### src/rtl/uart_word_rx.sv
// 16x-oversampling UART receiver with parity/framing checks that packs bytes
// LSB-first into N_BYTES_WORD-byte words delivered over a valid/ready handshake.
module uart_word_rx #(
    parameter int unsigned CLK          = 20_000_000,
    parameter int unsigned BAUD_RATE    = 115200,
    parameter int unsigned N_DATA_BITS  = 8,
    parameter int unsigned PARITY       = 0,
    parameter int unsigned N_STOP       = 1,
    parameter int unsigned N_BYTES_WORD = 4
) (
    input  logic                      clock,
    input  logic                      reset,
    input  logic                      rx_data_i,
    input  logic                      flush_i,
    input  logic                      word_ready_i,
    output logic [8*N_BYTES_WORD-1:0] word_o,
    output logic                      word_valid_o,
    output logic [3:0]                byte_count_o,
    output logic                      parity_err_o,
    output logic                      framing_err_o,
    output logic                      overrun_o
);

    localparam int unsigned     DIV       = (CLK + 8 * BAUD_RATE) / (16 * BAUD_RATE);
    localparam int unsigned     DIV_W     = (DIV > 1) ? $clog2(DIV) : 1;
    localparam logic [DIV_W-1:0] DIV_LAST = DIV_W'(DIV - 1);
    localparam logic [2:0]      LAST_DATA = 3'(N_DATA_BITS - 1);
    localparam logic [2:0]      LAST_STOP = 3'(N_STOP - 1);
    localparam logic [3:0]      LAST_SLOT = 4'(N_BYTES_WORD - 1);
    localparam int unsigned     WW        = 8 * N_BYTES_WORD;

    typedef enum logic [2:0] {IDLE, START, DATA, PAR, STOP} state_t;

    state_t           state_q, state_d;
    logic [DIV_W-1:0] div_cnt_q, div_cnt_d;
    logic [1:0]       sync_q, sync_d;
    logic [1:0]       vld_q, vld_d;
    logic             armed_q, armed_d;
    logic [3:0]       tick_cnt_q, tick_cnt_d;
    logic [2:0]       bit_cnt_q, bit_cnt_d;
    logic [7:0]       shift_q, shift_d;
    logic             par_bad_q, par_bad_d;
    logic             stop_bad_q, stop_bad_d;
    logic [3:0]       byte_cnt_q, byte_cnt_d;
    logic [WW-1:0]    part_q, part_d;
    logic [WW-1:0]    word_q, word_d;
    logic             valid_q, valid_d;
    logic             perr_q, perr_d;
    logic             ferr_q, ferr_d;
    logic             ovr_q, ovr_d;

    logic             tick;
    logic             rx_s;
    logic [7:0]       data_byte;
    logic             byte_done;
    logic             frame_bad;
    logic [WW-1:0]    filled;

    assign tick      = (div_cnt_q == DIV_LAST);
    assign rx_s      = sync_q[1];
    assign data_byte = shift_q >> (8 - N_DATA_BITS);
    assign div_cnt_d = tick ? '0 : div_cnt_q + DIV_W'(1);
    assign sync_d    = {sync_q[0], rx_data_i};
    // The start detector stays disarmed until a genuine (post-synchroniser) high is seen.
    assign vld_d     = {vld_q[0], 1'b1};
    assign armed_d   = armed_q | (vld_q[1] & rx_s);

    always_comb begin
        state_d    = state_q;
        tick_cnt_d = tick_cnt_q;
        bit_cnt_d  = bit_cnt_q;
        shift_d    = shift_q;
        par_bad_d  = par_bad_q;
        stop_bad_d = stop_bad_q;
        byte_done  = 1'b0;
        frame_bad  = 1'b0;
        case (state_q)
            IDLE: begin
                if (armed_q && !rx_s) begin
                    state_d    = START;
                    tick_cnt_d = '0;
                    bit_cnt_d  = '0;
                    shift_d    = '0;
                    par_bad_d  = 1'b0;
                    stop_bad_d = 1'b0;
                end
            end
            START: begin
                if (tick) begin
                    if (tick_cnt_q == 4'd7) begin
                        tick_cnt_d = '0;
                        state_d    = rx_s ? IDLE : DATA;
                    end else begin
                        tick_cnt_d = tick_cnt_q + 4'd1;
                    end
                end
            end
            DATA: begin
                if (tick) begin
                    tick_cnt_d = tick_cnt_q + 4'd1;
                    if (tick_cnt_q == 4'd15) begin
                        shift_d   = {rx_s, shift_q[7:1]};
                        bit_cnt_d = bit_cnt_q + 3'd1;
                        if (bit_cnt_q == LAST_DATA) begin
                            bit_cnt_d = '0;
                            state_d   = (PARITY != 0) ? PAR : STOP;
                        end
                    end
                end
            end
            PAR: begin
                if (tick) begin
                    tick_cnt_d = tick_cnt_q + 4'd1;
                    if (tick_cnt_q == 4'd15) begin
                        par_bad_d = (PARITY == 1) ? ~(^data_byte ^ rx_s) : (^data_byte ^ rx_s);
                        state_d   = STOP;
                    end
                end
            end
            STOP: begin
                if (tick) begin
                    tick_cnt_d = tick_cnt_q + 4'd1;
                    if (tick_cnt_q == 4'd15) begin
                        stop_bad_d = stop_bad_q | ~rx_s;
                        bit_cnt_d  = bit_cnt_q + 3'd1;
                        if (bit_cnt_q == LAST_STOP) begin
                            byte_done = 1'b1;
                            frame_bad = stop_bad_q | ~rx_s;
                            state_d   = IDLE;
                        end
                    end
                end
            end
            default: state_d = IDLE;
        endcase
    end

    always_comb begin
        byte_cnt_d = byte_cnt_q;
        part_d     = part_q;
        word_d     = word_q;
        valid_d    = valid_q & ~word_ready_i;
        perr_d     = 1'b0;
        ferr_d     = 1'b0;
        ovr_d      = 1'b0;
        filled     = part_q;
        for (int unsigned k = 0; k < N_BYTES_WORD; k++) begin
            if (byte_cnt_q == 4'(k)) filled[8*k +: 8] = data_byte;
        end
        // Flush outranks a coincident byte completion: the byte vanishes silently.
        if (flush_i) begin
            byte_cnt_d = '0;
            part_d     = '0;
        end else if (byte_done) begin
            if (par_bad_q || frame_bad) begin
                perr_d     = par_bad_q;
                ferr_d     = frame_bad;
                byte_cnt_d = '0;
                part_d     = '0;
            end else if (byte_cnt_q == LAST_SLOT) begin
                byte_cnt_d = '0;
                part_d     = '0;
                if (!valid_q || word_ready_i) begin
                    word_d  = filled;
                    valid_d = 1'b1;
                end else begin
                    ovr_d = 1'b1;
                end
            end else begin
                byte_cnt_d = byte_cnt_q + 4'd1;
                part_d     = filled;
            end
        end
    end

    always_ff @(posedge clock) begin
        if (!reset) begin
            state_q    <= IDLE;
            div_cnt_q  <= '0;
            sync_q     <= '1;
            vld_q      <= '0;
            armed_q    <= 1'b0;
            tick_cnt_q <= '0;
            bit_cnt_q  <= '0;
            shift_q    <= '0;
            par_bad_q  <= 1'b0;
            stop_bad_q <= 1'b0;
            byte_cnt_q <= '0;
            part_q     <= '0;
            word_q     <= '0;
            valid_q    <= 1'b0;
            perr_q     <= 1'b0;
            ferr_q     <= 1'b0;
            ovr_q      <= 1'b0;
        end else begin
            state_q    <= state_d;
            div_cnt_q  <= div_cnt_d;
            sync_q     <= sync_d;
            vld_q      <= vld_d;
            armed_q    <= armed_d;
            tick_cnt_q <= tick_cnt_d;
            bit_cnt_q  <= bit_cnt_d;
            shift_q    <= shift_d;
            par_bad_q  <= par_bad_d;
            stop_bad_q <= stop_bad_d;
            byte_cnt_q <= byte_cnt_d;
            part_q     <= part_d;
            word_q     <= word_d;
            valid_q    <= valid_d;
            perr_q     <= perr_d;
            ferr_q     <= ferr_d;
            ovr_q      <= ovr_d;
        end
    end

    assign word_o        = word_q;
    assign word_valid_o  = valid_q;
    assign byte_count_o  = byte_cnt_q;
    assign parity_err_o  = perr_q;
    assign framing_err_o = ferr_q;
    assign overrun_o     = ovr_q;

endmodule

### config.mk
export PLATFORM = sky130hd
export DESIGN_NAME = uart_word_rx
export DESIGN_NICKNAME = d
export VERILOG_FILES = /design/src/rtl/uart_word_rx.sv
export SDC_FILE = /design/constraint.sdc
export NUM_CORES = 1
export LEC_CHECK = 0
export CAP_MARGIN = 25
export CORE_MARGIN = 3
export CORE_UTILIZATION = 61
export DETAILED_ROUTE_END_ITERATION = 12
export PLACE_DENSITY = 0.95
export SLEW_MARGIN = 15
export SYNTH_ARGS = -nofsm -noshare
export SYNTH_HDL_FRONTEND = slang
export SYNTH_SLANG_ARGS = --single-unit
### constraint.sdc
create_clock -name clock -period 3.5 [get_ports clock]
set_clock_uncertainty 0.2 [all_clocks]
set_input_delay 0.35 -clock clock [delete_from_list [all_inputs] [get_ports clock]]
set_output_delay 0.35 -clock clock [all_outputs]
set_load 0.005 [all_outputs]
-- After elaboration in Yosys (flattened, before gate mapping)
Index checks and enable logic that the tools add are counted.
- word-level logic and storage cells: 142
- input bits: 5
- register bits after elaboration: 101
- bitwise gates (word level): 12
- add/subtract/negate cells: 4
- equal/unequal tests: 23
- reduce and logical (&&, ||, !) cells: 26
- mux-type cells: 59
- operator list (operator ; count):
    2-to-1 mux 32 bit ; 2
    2-to-1 mux 8 bit ; 7
    2-to-1 mux 3 bit ; 17
    2-to-1 mux 4 bit ; 6
    != test 2 bit (second input constant) ; 11
    2-to-1 mux 1 bit ; 20
    case mux 8 bit (2 select lines) ; 1
    AND reduction 4 bit ; 4
    case mux 3 bit (5 select lines) ; 1
    adder 4 x 1 -> 4 bit (second input constant) ; 3
    case mux 4 bit (3 select lines) ; 1
    AND reduction 11 bit ; 1
    case mux 3 bit (3 select lines) ; 1
    equality test 4 x 2 -> 1 bit (second input constant) ; 2
    equality test 4 bit (second input constant) ; 2
    parity 8 bit ; 1
    NOT 1 bit ; 7
    equality test 3 x 2 -> 1 bit (second input constant) ; 2
    equality test 3 bit (second input constant) ; 2
    logical NOT 3 bit ; 2
    AND reduction 6 bit ; 1
    nonzero test 2 bit ; 3
    nonzero test 3 bit ; 2
    AND reduction 5 bit ; 1
    18 further kinds ; 24

-- Longest topological paths before layout
- depth after elaboration: 10
- gate-level depth with buffers: 10

-- Least setup slack after synthesis
Ideal clock, no wire load.
- kind: reg2reg
- start: register byte_cnt_q[0] (netlist: byte_count_o[0])
- end: register word_q[25] (netlist: word_o[25])
- required time: 3167 ps
- arrival: 1933 ps
- cell stages (with the launch flop): 9
- slack: 1234 ps
- period minus slack after synthesis: 2266 ps
- buffers on the path: 3
- cell sequence: dfxtp_1 ha_1 or3b_2 buf_4 nor3_4 and3_1 buf_4 buf_6 a311oi_1
- longest elaborated chain between the ends: 2
- elaborated cells on any way between the ends: 3
- RTL lines (item ; line ; RTL):
    start: declaration ; 44 ; logic [3:0] byte_cnt_q, byte_cnt_d;
    start signal: assignment ; 206 ; byte_cnt_q <= byte_cnt_d;
    equality test 4 x 2 -> 1 bit * ; 148, 160 ;
    AND reduction 5 bit (no line) or 2-to-1 mux 8 bit (tied branches) ; -- ;
    end signal: assignment ; 208 ; word_q <= word_d;
    end: declaration ; 46 ; logic [WW-1:0] word_q, word_d;
Every way passes the cells marked *; elsewhere a longest branch is shown, timed or not.
A chain may end at the register's enable or synchronous reset.

-- Final worst setup path
- start: register byte_cnt_q[1] (netlist: byte_count_o[1])
- end: register word_q[6] (netlist: word_o[6])
- longest elaborated chain between the ends: 2
- elaborated cells on any way between the ends: 4
- RTL lines (item ; line):
    equality test 4 x 2 -> 1 bit or logical NOT 4 bit (tied branches) ; 160, 148
    AND reduction 5 bit (no line) or 2-to-1 mux 8 bit (tied branches) ; --
Parallel ways exist; a longest one is shown, timed or not.

==> qor.csv <==
metric,value,unit
Worst VDD drop,362,µV
GPL Wtd Cong,0.908,
maxcap violations,0,
pwr dens,372,mW/mm²
Synth area leader,dfxtp_1,
Logic pwr share,2.8,%
largest stage delay on the critical path,0.59,ns
Post-synth EDFFs,0,
"worst slack, placed",0.895,ns
Detailed Route WL,11500,µm
CP endpoint kind,flip-flop,
fmax,0.376,GHz
FILL cells,523,
Avg Vias per Cell,6.52,
Syn-to-layout area delta,12.0,%
hpwl dp,7540,µm
Global Route Usage Sum,27.0,%
Clock Path Buffers,2,
Slew headroom,52.1,%
share of cells above drive strength 1,6.35,%
RSZ-0062 raised after global routing,false,
Tightest Pin Transition,0.717,ns
"Primary FF master, synth",dfxtp_1,
min-delay src,sync_q[0],
Synth Register Bits,101,
Root Buffer,clkbuf_8,
status,"finished, final reports clean",
initial antenna violation count,0,
Row Count,31,
Synth area leaders,"dfxtp_1 (43%), nand2_1 (6.8%), a311oi_1 (6.0%)",
CTS tree,done,
Reg power frac,59.7,%
Worst R2R Path Depth,6,
most frequent cells in the layout,"dfxtp_1 (101), nand2_1 (85), clkdlybuf4s50_1 (44)",
"Cell Area, Synth",0.00466,mm²
leakage power,0.00163,µW
vias in the first global route,4143,
"commonest non-fill, non-tap cell in the layout",dfxtp_1,
post-synthesis sequential area ratio,43.4,%
Routed WL per cell,17.3,µm
Antenna diodes,0,
largest net degree at the start of global routing,48,
reg-to-reg startpoint,byte_count_o[1],
Net Sw Frac,22.6,%
WP data required,3.58,ns
Hold Path Depth,1,
Post-DRT Antenna Nets,0,
violation count after the first detailed-route iteration,516,
total number of vias,4344,
Net Sw Power,439,µW
synth unique cells,50,
Worst Setup SP,byte_count_o[1],
top-area cell type share of the netlist area,43.4,%
max-slew violation count,0,
DR DRC count,0,
Hold Crit Class,flip-flop to flip-flop,
Final #Nets,577,
R2R Path End,word_o[6],
Reg2Reg Setup Slack,0.84,ns
final period utilization,76.0,%
Initial DRT Pass Iterations,5,
post-cts sizing count,0,
sequence of cells on the critical path,ha_1 -> or3b_2 -> nor3_4 -> buf_4 -> a31oi_1 -> a311oi_1,
postcts setup bufs,0,
synth warn,0,
Die ar.,0.00872,mm²
Placeable Area,0.00733,mm²
final setup vio count,0,
Die W,93.4,µm
io pins,45,
syn_nets,570,
total CTS buffers,9,
Syn Area/Cell,8.39,µm²
Final Hold Vio Count,0,
asr flop ratio synth,0,%
Internal Dissipation,1500,µW
Cells after DPL,650,
first-pass GRT wire length,19000,µm
Crit Path Category,flip-flop to flip-flop,
WHS Endpoint,sync_q[1],
initial core utilization,63.5,%
"Clk Latency, worst-skew pair",0.37,ns
H-tree depth,3,
Critical-path top delay cell,or3b_2,
Port Buffer Count,44,
crit path DAT,2.74,ns
setup TNS,0,ns
crit-path max FO,26,
GR Overflow Total,0,
clock network fraction of design power,37.5,%
post-route insts no fill,666,
synthesized instance count,555,
Setup WS post-layout,0.842,ns
clock transition at the registers of the reported paths,0.10,ns
min Tclk post-route,2.66,ns
TritonCTS Sinks,101,
Hold Buf Count CTS,0,
Die Ht,93.4,µm
Worst Setup Start Kind,flip-flop,
layer usage:
layer | routed length, µm | track usage, %
met1 | 4500 | 31.8
met2 | 5710 | 46.3
met3 | 910 | 6.36
met4 | 423 | 12.7
met5 | 0 | 0
synthesized netlist by cell type, drive strengths merged (2+ instances only):
| library cell | instances |
|---|---|
| a21oi | 41 |
| nor4b | 2 |
| o211ai | 3 |
| xnor2 | 5 |
| a211oi | 3 |
| mux2i | 5 |
| o31ai | 2 |
| nor3 | 3 |
| ha | 10 |
| xor2 | 2 |
| nor2b | 3 |
| nand4 | 11 |
| nor3b | 5 |
| nand2 | 85 |
| dfxtp | 101 |
| buf | 20 |
| or2 | 2 |
| clkbuf | 38 |
| and3 | 5 |
| and2 | 13 |
| or3b | 5 |
| and3b | 2 |
| a2bb2oi | 2 |
| or3 | 5 |
| o21a | 3 |
| nor2 | 13 |
| inv | 10 |
| a311oi | 32 |
| o32ai | 2 |
| nand3 | 30 |
| a31oi | 34 |
| nand2b | 8 |
| o21ai | 39 |
worst max-delay path: cells and delay by family (launching register included):
family / cells / cell delay [ns]
AO/OA/AOI/OAI: 2 / 0.42
buffers and inverters: 1 / 0.35
AND/OR/NAND/NOR: 2 / 0.92
flip-flops: 1 / 0.44
adder cells (fa/ha/maj): 1 / 0.22
power by group through the flow:
stage | Sequential, µW | Combinational [µW] | Clock [µW]
3_5_place_dp | 1190 | 53.6 | 0
6_report | 1160 | 54.2 | 728
2_1_floorplan | 1180 | 39.0 | 0
3_3_place_gp | 1190 | 50.2 | 0
4_1_cts | 1160 | 53.9 | 734
5_1_grt | 1160 | 59.1 | 777
final cells by class:
class / count / area [µm²] / area share [%]
Timing Repair Buffer: 54 / 528 / 10.1
Clock buffer: 10 / 128 / 2.45
Tap cell: 99 / 124 / 2.37
Clock inverter: 6 / 63.8 / 1.22
Multi-Input combinational cell: 386 / 2310 / 44.4
Inverter: 10 / 37.5 / 0.720
Sequential cell: 101 / 2020 / 38.8
sequential cells by signal, indices dropped and copies added (netlist names), 2 cells and up:
register      count
data_byte         8
part_q           32
vld_q             2
state_q           3
div_cnt_q         4
sync_q            2
word_o           32
byte_count_o      4
bit_cnt_q         3
tick_cnt_q        4
worst max-delay path by stage:
stage          slack, ns    endpoint  cells past startpoint
3_5_place_dp        0.90  word_o[20]                      6
5_1_grt             0.65   part_q[0]                      7
6_report            0.84   word_o[6]                      6
4_1_cts             0.89  word_o[14]                      6
3_3_place_gp        1.04  word_o[22]                      6
2_1_floorplan       1.23  word_o[25]                      8
stage by stage:
stage	util, %	cell area (µm²)	hold WS (ns)	total power, µW
2_1_floorplan	-	4660	0.178	1220
3_3_place_gp	68.5	5020	0.194	1240
3_5_place_dp	68.5	5020	0.213	1240
4_1_cts	71.2	5220	0.235	1950
5_1_grt	71.2	5220	0.254	2000
6_report	71.2	5220	0.229	1940
kinds of logic after synthesis:
kind of cell,after synthesis,synth area share [%]
DFF,101,43.4
and+or+nand+nor,195,21.0
buffers and inverters,68,6.96
adders and majority gates,10,2.69
AOI/OAI and AO/OA,167,22.9
xor gates and xnor gates,8,1.80
muxes,6,1.32
(Power assumes the default switching activity.)
